===== src/rtl/fcta_stage_sequencer.sv =====
// Stage sequencer for an N-layer FC accelerator: walks A0/FP/SOFTMAX/BP/PU stages
// per sample and per batch, handshaking each stage with the datapath's done strobe.
module fcta_stage_sequencer #(
  parameter int unsigned NUM_LAYERS = 4,
  parameter int unsigned LAYER_BW   = 2,
  parameter int unsigned BATCH_BW   = 8,
  parameter int unsigned STAGE_BW   = 3
) (
  input  logic                clk,
  input  logic                rst,
  input  logic                start_i,
  input  logic                train_i,
  input  logic [BATCH_BW-1:0] batch_size_i,
  input  logic                abort_i,
  input  logic                stage_done_i,
  output logic [STAGE_BW-1:0] stage_o,
  output logic [LAYER_BW-1:0] layer_o,
  output logic                stage_start_o,
  output logic                busy_o,
  output logic [BATCH_BW-1:0] sample_cnt_o,
  output logic                sample_done_o,
  output logic                batch_done_o
);

  typedef enum logic [STAGE_BW-1:0] {
    ST_IDLE    = STAGE_BW'(0),
    ST_A0      = STAGE_BW'(1),
    ST_FP      = STAGE_BW'(2),
    ST_SOFTMAX = STAGE_BW'(3),
    ST_BPDZ    = STAGE_BW'(4),
    ST_BPDW    = STAGE_BW'(5),
    ST_BPDA    = STAGE_BW'(6),
    ST_PU      = STAGE_BW'(7)
  } stage_t;

  localparam logic [LAYER_BW-1:0] LAST_LAYER = LAYER_BW'(NUM_LAYERS - 1);

  stage_t              stage_q, stage_n;
  logic [LAYER_BW-1:0] layer_q, layer_n;
  logic [BATCH_BW-1:0] cnt_q, cnt_n, cnt_inc;
  logic [BATCH_BW-1:0] batch_q, batch_n;
  logic                train_q, train_n;
  logic                stage_start_q, stage_start_n;
  logic                sample_done_q, sample_done_n;
  logic                batch_done_q, batch_done_n;
  logic                busy_q, busy_n;
  logic                end_sample, advance;

  // State and registered outputs
  always_ff @(posedge clk or posedge rst) begin
    if (rst) begin
      stage_q       <= ST_IDLE;
      layer_q       <= '0;
      cnt_q         <= '0;
      batch_q       <= '0;
      train_q       <= 1'b0;
      stage_start_q <= 1'b0;
      sample_done_q <= 1'b0;
      batch_done_q  <= 1'b0;
      busy_q        <= 1'b0;
    end else begin
      stage_q       <= stage_n;
      layer_q       <= layer_n;
      cnt_q         <= cnt_n;
      batch_q       <= batch_n;
      train_q       <= train_n;
      stage_start_q <= stage_start_n;
      sample_done_q <= sample_done_n;
      batch_done_q  <= batch_done_n;
      busy_q        <= busy_n;
    end
  end

  // Next-state: start acceptance, abort, per-stage advance and end-of-sample bookkeeping
  always_comb begin
    stage_n       = stage_q;
    layer_n       = layer_q;
    cnt_n         = cnt_q;
    batch_n       = batch_q;
    train_n       = train_q;
    sample_done_n = 1'b0;
    batch_done_n  = 1'b0;
    end_sample    = 1'b0;
    advance       = 1'b0;
    cnt_inc       = cnt_q + BATCH_BW'(1);

    if (stage_q == ST_IDLE) begin
      if (start_i && !abort_i && (batch_size_i != '0)) begin
        stage_n = ST_A0;
        layer_n = '0;
        cnt_n   = '0;
        train_n = train_i;
        batch_n = batch_size_i;
        advance = 1'b1;
      end
    end else if (abort_i) begin
      stage_n = ST_IDLE;
      layer_n = '0;
      cnt_n   = '0;
    end else if (stage_done_i) begin
      advance = 1'b1;
      case (stage_q)
        ST_A0: begin
          stage_n = ST_FP;
          layer_n = '0;
        end
        ST_FP: begin
          if (layer_q == LAST_LAYER) stage_n = ST_SOFTMAX;
          else                       layer_n = layer_q + LAYER_BW'(1);
        end
        ST_SOFTMAX: begin
          if (train_q) stage_n = ST_BPDZ;
          else         end_sample = 1'b1;
        end
        ST_BPDZ: stage_n = ST_BPDW;
        ST_BPDW: begin
          // Layer 0 has no upstream activation gradient to compute
          if (layer_q != '0) stage_n = ST_BPDA;
          else               end_sample = 1'b1;
        end
        ST_BPDA: begin
          stage_n = ST_BPDZ;
          layer_n = layer_q - LAYER_BW'(1);
        end
        ST_PU: begin
          if (layer_q == LAST_LAYER) begin
            stage_n      = ST_IDLE;
            layer_n      = '0;
            cnt_n        = '0;
            batch_done_n = 1'b1;
          end else begin
            layer_n = layer_q + LAYER_BW'(1);
          end
        end
        default: begin
          stage_n = ST_IDLE;
          layer_n = '0;
          cnt_n   = '0;
        end
      endcase

      if (end_sample) begin
        sample_done_n = 1'b1;
        layer_n       = '0;
        if (cnt_inc != batch_q) begin
          stage_n = ST_A0;
          cnt_n   = cnt_inc;
        end else if (train_q) begin
          stage_n = ST_PU;
          cnt_n   = cnt_inc;
        end else begin
          stage_n      = ST_IDLE;
          cnt_n        = '0;
          batch_done_n = 1'b1;
        end
      end
    end

    stage_start_n = advance && (stage_n != ST_IDLE);
    busy_n        = (stage_n != ST_IDLE);
  end

  assign stage_o       = stage_q;
  assign layer_o       = layer_q;
  assign stage_start_o = stage_start_q;
  assign busy_o        = busy_q;
  assign sample_cnt_o  = cnt_q;
  assign sample_done_o = sample_done_q;
  assign batch_done_o  = batch_done_q;

endmodule


===== config.mk =====
export PLATFORM = sky130hd
export DESIGN_NAME = fcta_stage_sequencer
export DESIGN_NICKNAME = d
export VERILOG_FILES = /design/src/rtl/fcta_stage_sequencer.sv
export SDC_FILE = /design/constraint.sdc
export NUM_CORES = 1
export LEC_CHECK = 0
export CORE_ASPECT_RATIO = 0.75
export CORE_MARGIN = 3
export CORE_UTILIZATION = 25
export CTS_CLUSTER_DIAMETER = 100
export DETAILED_ROUTE_END_ITERATION = 12
export MAX_ROUTING_LAYER = met4
export PLACE_DENSITY = 0.42
export SLEW_MARGIN = 20
export SYNTH_ARGS = -nofsm -noshare
export SYNTH_HDL_FRONTEND = slang
export SYNTH_SLANG_ARGS = --single-unit
export TNS_END_PERCENT = 50

===== constraint.sdc =====
create_clock -name clk -period 5.4 [get_ports clk]
set_clock_uncertainty 0.1 [all_clocks]
set_input_delay 1.62 -clock clk [delete_from_list [all_inputs] [get_ports clk]]
set_output_delay 1.62 -clock clk [all_outputs]
set_load 0.05 [all_outputs]

==> results of run 1 <==
-- final timing paths --
path	slack (ns)	to	start	cells past startpoint
max	1.74	layer_o[1]$_DFFE_PP0P_	batch_size_i[2]	7
min	0.45	batch_q[0]$_DFFE_PP0P_	batch_q[0]$_DFFE_PP0P_	1
max reg2reg	2.88	sample_cnt_o[3]$_DFFE_PP0P_	sample_cnt_o[0]$_DFFE_PP0P_	7
min reg2reg	0.45	batch_q[0]$_DFFE_PP0P_	batch_q[0]$_DFFE_PP0P_	1
max in group asynchronous	3.20	batch_q[4]$_DFFE_PP0P_	rst	2
min in group asynchronous	1.62	busy_o$_DFF_PP0_	rst	2
-- power groups by stage --
stage,logic [mW],clock network (mW),registers (mW)
after floorplan,0.196,0,0.316
after global placement,0.292,0,0.304
after detailed placement,0.292,0,0.304
after CTS,0.293,0.118,0.300
after global routing,0.319,0.125,0.311
final,0.292,0.112,0.299
-- Yosys cell counts (4+ instances only) --
master     n
a21oi_1    7
buf_2      5
dfrtp_1   26
inv_1      8
mux2_2    10
nand2_1   19
nand2b_1   7
nand3_1    4
nand3b_1   4
nor2_1    10
nor3_1     4
o21ai_0   14
xnor2_1    8
-- per-stage QoR --
stage / utilization / std cells / total power [mW]
2_1_floorplan: - / 190 / 0.511
3_3_place_gp: 0.315 / 309 / 0.596
3_5_place_dp: 0.315 / 309 / 0.596
4_1_cts: 0.321 / 312 / 0.711
5_1_grt: 0.321 / 312 / 0.755
6_report: 0.321 / 312 / 0.703
-- worst max-delay path, delay by kind of cell --
| family | cells | cell delay, ns |
|---|---|---|
| AO/OA/AOI/OAI | 3 | 0.67 |
| buffers and inverters | 1 | 0.42 |
| multiplexers | 1 | 0.35 |
| AND/OR/NAND/NOR | 2 | 0.65 |
-- final cells by class --
| type | instances | area share |
|---|---|---|
| inverter | 8 | 0.0136 |
| multi-input combinational | 147 | 0.483 |
| timing repair buffer | 30 | 0.136 |
| sequential | 26 | 0.294 |
| clock buffer | 3 | 0.0187 |
| tap | 98 | 0.0554 |
-- registers in the layout, indices dropped and copies added, names as in the netlist --
| signal | count |
|---|---|
| batch_done_o | 1 |
| batch_q | 8 |
| busy_o | 1 |
| layer_o | 2 |
| sample_cnt_o | 8 |
| sample_done_o | 1 |
| stage_o | 3 |
| stage_start_o | 1 |
| train_q | 1 |
-- routing by layer --
metal  routed length [microns]  share of wire
met1                      2600           0.58
met2                      1660           0.37
met3                       196          0.044
met4                        29         0.0065
met5                         0              0
-- kinds of logic after synthesis --
group | synth area share
and+or+nand+nor | 0.233
AOI/OAI and AO/OA | 0.207
DFF | 0.363
buffers and inverters | 0.0412
muxes | 0.0816
xor gates and xnor gates | 0.0537
adders and majority gates | 0.0209
==> results_dict.tcl, run 1 <==
set metrics [dict create \
    setup_viol 0 \
    powerDensity_nw_per_um2 318 \
    netlist.area_leader.share 0.363 \
    synth_enable_flop_cells 0 \
    overflow 0 \
    multi_input_area_sq_um 1070 \
    dieArea_sq_um 8230 \
    vias 1439 \
    die_h_microns 79.3 \
    core_sq_um 6900 \
    critPathLaunchType "input pin" \
    p_int_mw 0.417 \
    p_sw_mw 0.286 \
    drive_above_1_share 0.131 \
    cts_buffers 3 \
    final_cell_area_sq_um 2210 \
    ctsResizeCount 0 \
    grt_pass1_vias 1364 \
    final_common_cell "clkdlybuf4s50_1" \
    worst_setup_path_end_kind "flip-flop" \
    met3_usage 0.0260 \
    cap_violations 0 \
    pwr-share-clk 0.159 \
    slowest_stage "or4_1" \
    grt_max_degree 27 \
    fin_nets 233 \
    rows 26 \
    ant_nets 0 \
    post_cts_buffers 0 \
    busiest_layer "met1" \
    timing.final.ws_setup_ns 1.74 \
    area_growth_pct 23.4 \
    gp_congestion 0.737 \
    syn_area_per_cell_sq_um 9.44 \
    period_share 0.677 \
    seq_power_share 0.426 \
    fin_crit_ns 3.66 \
    crit_path_cell_trace "clkdlybuf4s50_1 -> or4_1 -> o2111a_2 -> nor2_1 -> a21oi_1 -> o21ai_2 -> mux2_2" \
    regArea_sq_um 651 \
    cts_hold_buf 0 \
    place_area_sq_um 2170 \
    yosysUniqueCellTypes 55 \
    port_buffers 30 \
    synth_area_leaders "dfrtp_1, mux2_2, nand2_1, o21ai_0, xnor2_1" \
    antenna_found_initial 0 \
    power_leakage_nw 0.827 \
    cts_sinks 26 \
    cp_max_fo 15 \
    clockRootBuffer "clkbuf_8" \
    final_cell_mix "clkdlybuf4s50_1, dfrtp_1, nand2_1, o21ai_0" \
    max_freq_ghz 0.273 \
    met2_usage 0.152 \
    synth_area_sq_um 1790 \
    clockBufferDepth 2 \
    grt_pass1_wl_microns 7350 \
    status "complete, no violations" \
    wl_per_cell_microns 14.4 \
    synthesis.nets 207 \
    drc 0 \
    critPathArrivalTime_ns 3.72 \
    min_path_type "flip-flop to flip-flop" \
    required_ns 5.46 \
    start_util 0.260 \
    tritoncts "built" \
    slew_headroom 0.617 \
    syn_inst 190 \
    final_max_slew_viol_count 0 \
    async_flop_share 1.00 \
    switching_share 0.407 \
    comb_power_share 0.415 \
    yosys_register_bits 26 \
    ys_warn_count 0 \
    htree_levels 1 \
    routed_wl_microns 4490 \
    insertion_delay_ns 0.27 \
    hpwl_microns 3380 \
    clk_pin_slew_ns 0.09 \
    hold_slack_ns 0.445 \
    post-place-ws_ns 1.45 \
    nFillCells 747 \
    ys.flop_type "dfrtp_1" \
    diodes 0 \
    grt_use_total 0.114 \
    drt_iter0_markers 53 \
    tightest_slew_ns 0.574 \
    vias_per_cell 4.61 \
    synth_top_cell_by_area "dfrtp_1" \
    vdd_drop_max_uv 119 \
    finalSetupTns_ns 0 \
    rsz0062_at_grt "no" \
    use_met1 0.175 \
    ys_seq_area_frac 0.363 \
    crit_path_max_incr_delay_ns 0.53 \
    crit_type "input pin to flip-flop" \
    drt_first_pass_iters 4 \
    io_pins 31 \
    hold_viol_final 0 \
    die_w_microns 104 \
]
Note: power is estimated with default switching activity, not from simulation.
==> run 2, diff against run 1 <==
- clock period: 5.4 -> 3.8 ns (I/O delays scaled with it)
==> run 2 against run 1 <==
Flip-flop and latch count did not move. Sequential share of layout area is 0.30 points lower. Via count rose by 0.63%. Clock-buffer cell count unchanged. Non-clock buffer count grew 3. Design area grew 1.0%. Sequential power up 39%. Clock power grew 42%. Critical path type unchanged. Largest cell class unchanged.
==> results_dict.tcl, run 2 (synthesis results as in run 1) <==
set metrics [dict create \
    final_max_slew_viol_count 0 \
    powerDensity_nw_per_um2 449 \
    vias 1448 \
    required_ns 3.86 \
    finalSetupTns_ns 0 \
    worst_setup_path_end_kind "flip-flop" \
    final_cell_area_sq_um 2240 \
    cap_violations 0 \
    hold_viol_final 0 \
    rsz0062_at_grt "no" \
    setup_viol 0 \
    htree_levels 1 \
    fin_crit_ns 3.18 \
    slowest_stage "or4_1" \
    critPathArrivalTime_ns 3.24 \
    crit_path_cell_trace "clkdlybuf4s50_1 -> or4_1 -> o2111a_2 -> nor2_1 -> a21oi_1 -> o21ai_2 -> mux2_2" \
    routed_wl_microns 4420 \
    grt_max_degree 27 \
    wl_per_cell_microns 14.0 \
    clk_pin_slew_ns 0.09 \
    ctsResizeCount 0 \
    clockRootBuffer "clkbuf_8" \
    vias_per_cell 4.60 \
    die_w_microns 104 \
    hpwl_microns 3430 \
    fin_nets 236 \
    insertion_delay_ns 0.27 \
    crit_type "input pin to flip-flop" \
    dpl.cell_count 312 \
    diodes 0 \
    drt_iter0_markers 69 \
    cts_hold_buf 0 \
    grt_pass1_wl_microns 7510 \
    io_pins 31 \
    die_h_microns 79.3 \
    post_cts_buffers 0 \
    cts_buffers 3 \
    dieArea_sq_um 8230 \
    drive_above_1_share 0.138 \
    ant_nets 0 \
    cp_max_fo 15 \
    core_sq_um 6900 \
    power_leakage_nw 0.843 \
    final_cell_mix "clkdlybuf4s50_1, dfrtp_1, nand2_1, o21ai_0" \
    timing.final.ws_setup_ns 0.619 \
    cts_sinks 26 \
    rows 26 \
    power_mw 1.00 \
    start_util 0.260 \
    tightest_slew_ns 0.505 \
    vdd_drop_max_uv 214 \
    post-place-ws_ns 0.321 \
    area_growth_pct 24.7 \
    final_common_cell "clkdlybuf4s50_1" \
    clockBufferDepth 2 \
    max_freq_ghz 0.314 \
    drc 0 \
    tritoncts "built" \
    min_path_type "flip-flop to flip-flop" \
    overflow 0 \
    drt_first_pass_iters 4 \
    place_area_sq_um 2190 \
    fin_cells 315 \
    slew_headroom 0.662 \
    port_buffers 30 \
    hold_slack_ns 0.444 \
    crit_path_max_incr_delay_ns 0.53 \
    antenna_found_initial 0 \
    status "complete, no violations" \
    critical_path.top_delay_family "compound AO/OA/AOI/OAI gates" \
    gp_congestion 0.738 \
    period_share 0.837 \
    finish.utilization 0.324 \
    grt_pass1_vias 1366 \
    critPathLaunchType "input pin" \
    grt_use_total 0.115 \
    critPathBufInv 1 \
]
-- run 2: metal layers --
metal | share of wire | wire (microns) | GRT usage | vias to the layer above
li1 | - | - | - | 739
met1 | 0.59 | 2590 | 0.178 | 675
met2 | 0.36 | 1610 | 0.153 | 32
met3 | 0.046 | 203 | 0.0276 | 2
met4 | 0.0032 | 14 | 0.0159 | 0
met5 | 0 | 0 | - | -
-- run 2: path summary, 6_finish.rpt --
kind,start,end,slack (ns),cells after the start
setup / recovery,batch_size_i[2],layer_o[1]$_DFFE_PP0P_,0.62,7
min in group asynchronous,rst,stage_start_o$_DFF_PP0_,1.13,3
hold / removal,batch_q[0]$_DFFE_PP0P_,batch_q[0]$_DFFE_PP0P_,0.44,1
hold reg to reg,batch_q[0]$_DFFE_PP0P_,batch_q[0]$_DFFE_PP0P_,0.44,1
setup reg to reg,sample_cnt_o[0]$_DFFE_PP0P_,sample_cnt_o[3]$_DFFE_PP0P_,1.31,7
max in group asynchronous,rst,batch_q[4]$_DFFE_PP0P_,2.20,3
-- run 2: where the power goes --
part	leakage [nW]	internal [mW]	switching, mW
sequential	0.339	0.337	0.0787
clock	0.0216	0.0711	0.0881
combinational	0.482	0.190	0.240
-- run 2: layout make-up --
type / count / area [sq um]
well taps: 98 / 123
flip-flops and latches: 26 / 651
inverters: 8 / 30.0
clock buffers: 3 / 41.3
multi-input cells: 147 / 1070
fillers: 743 / 4660
repair buffers: 33 / 323
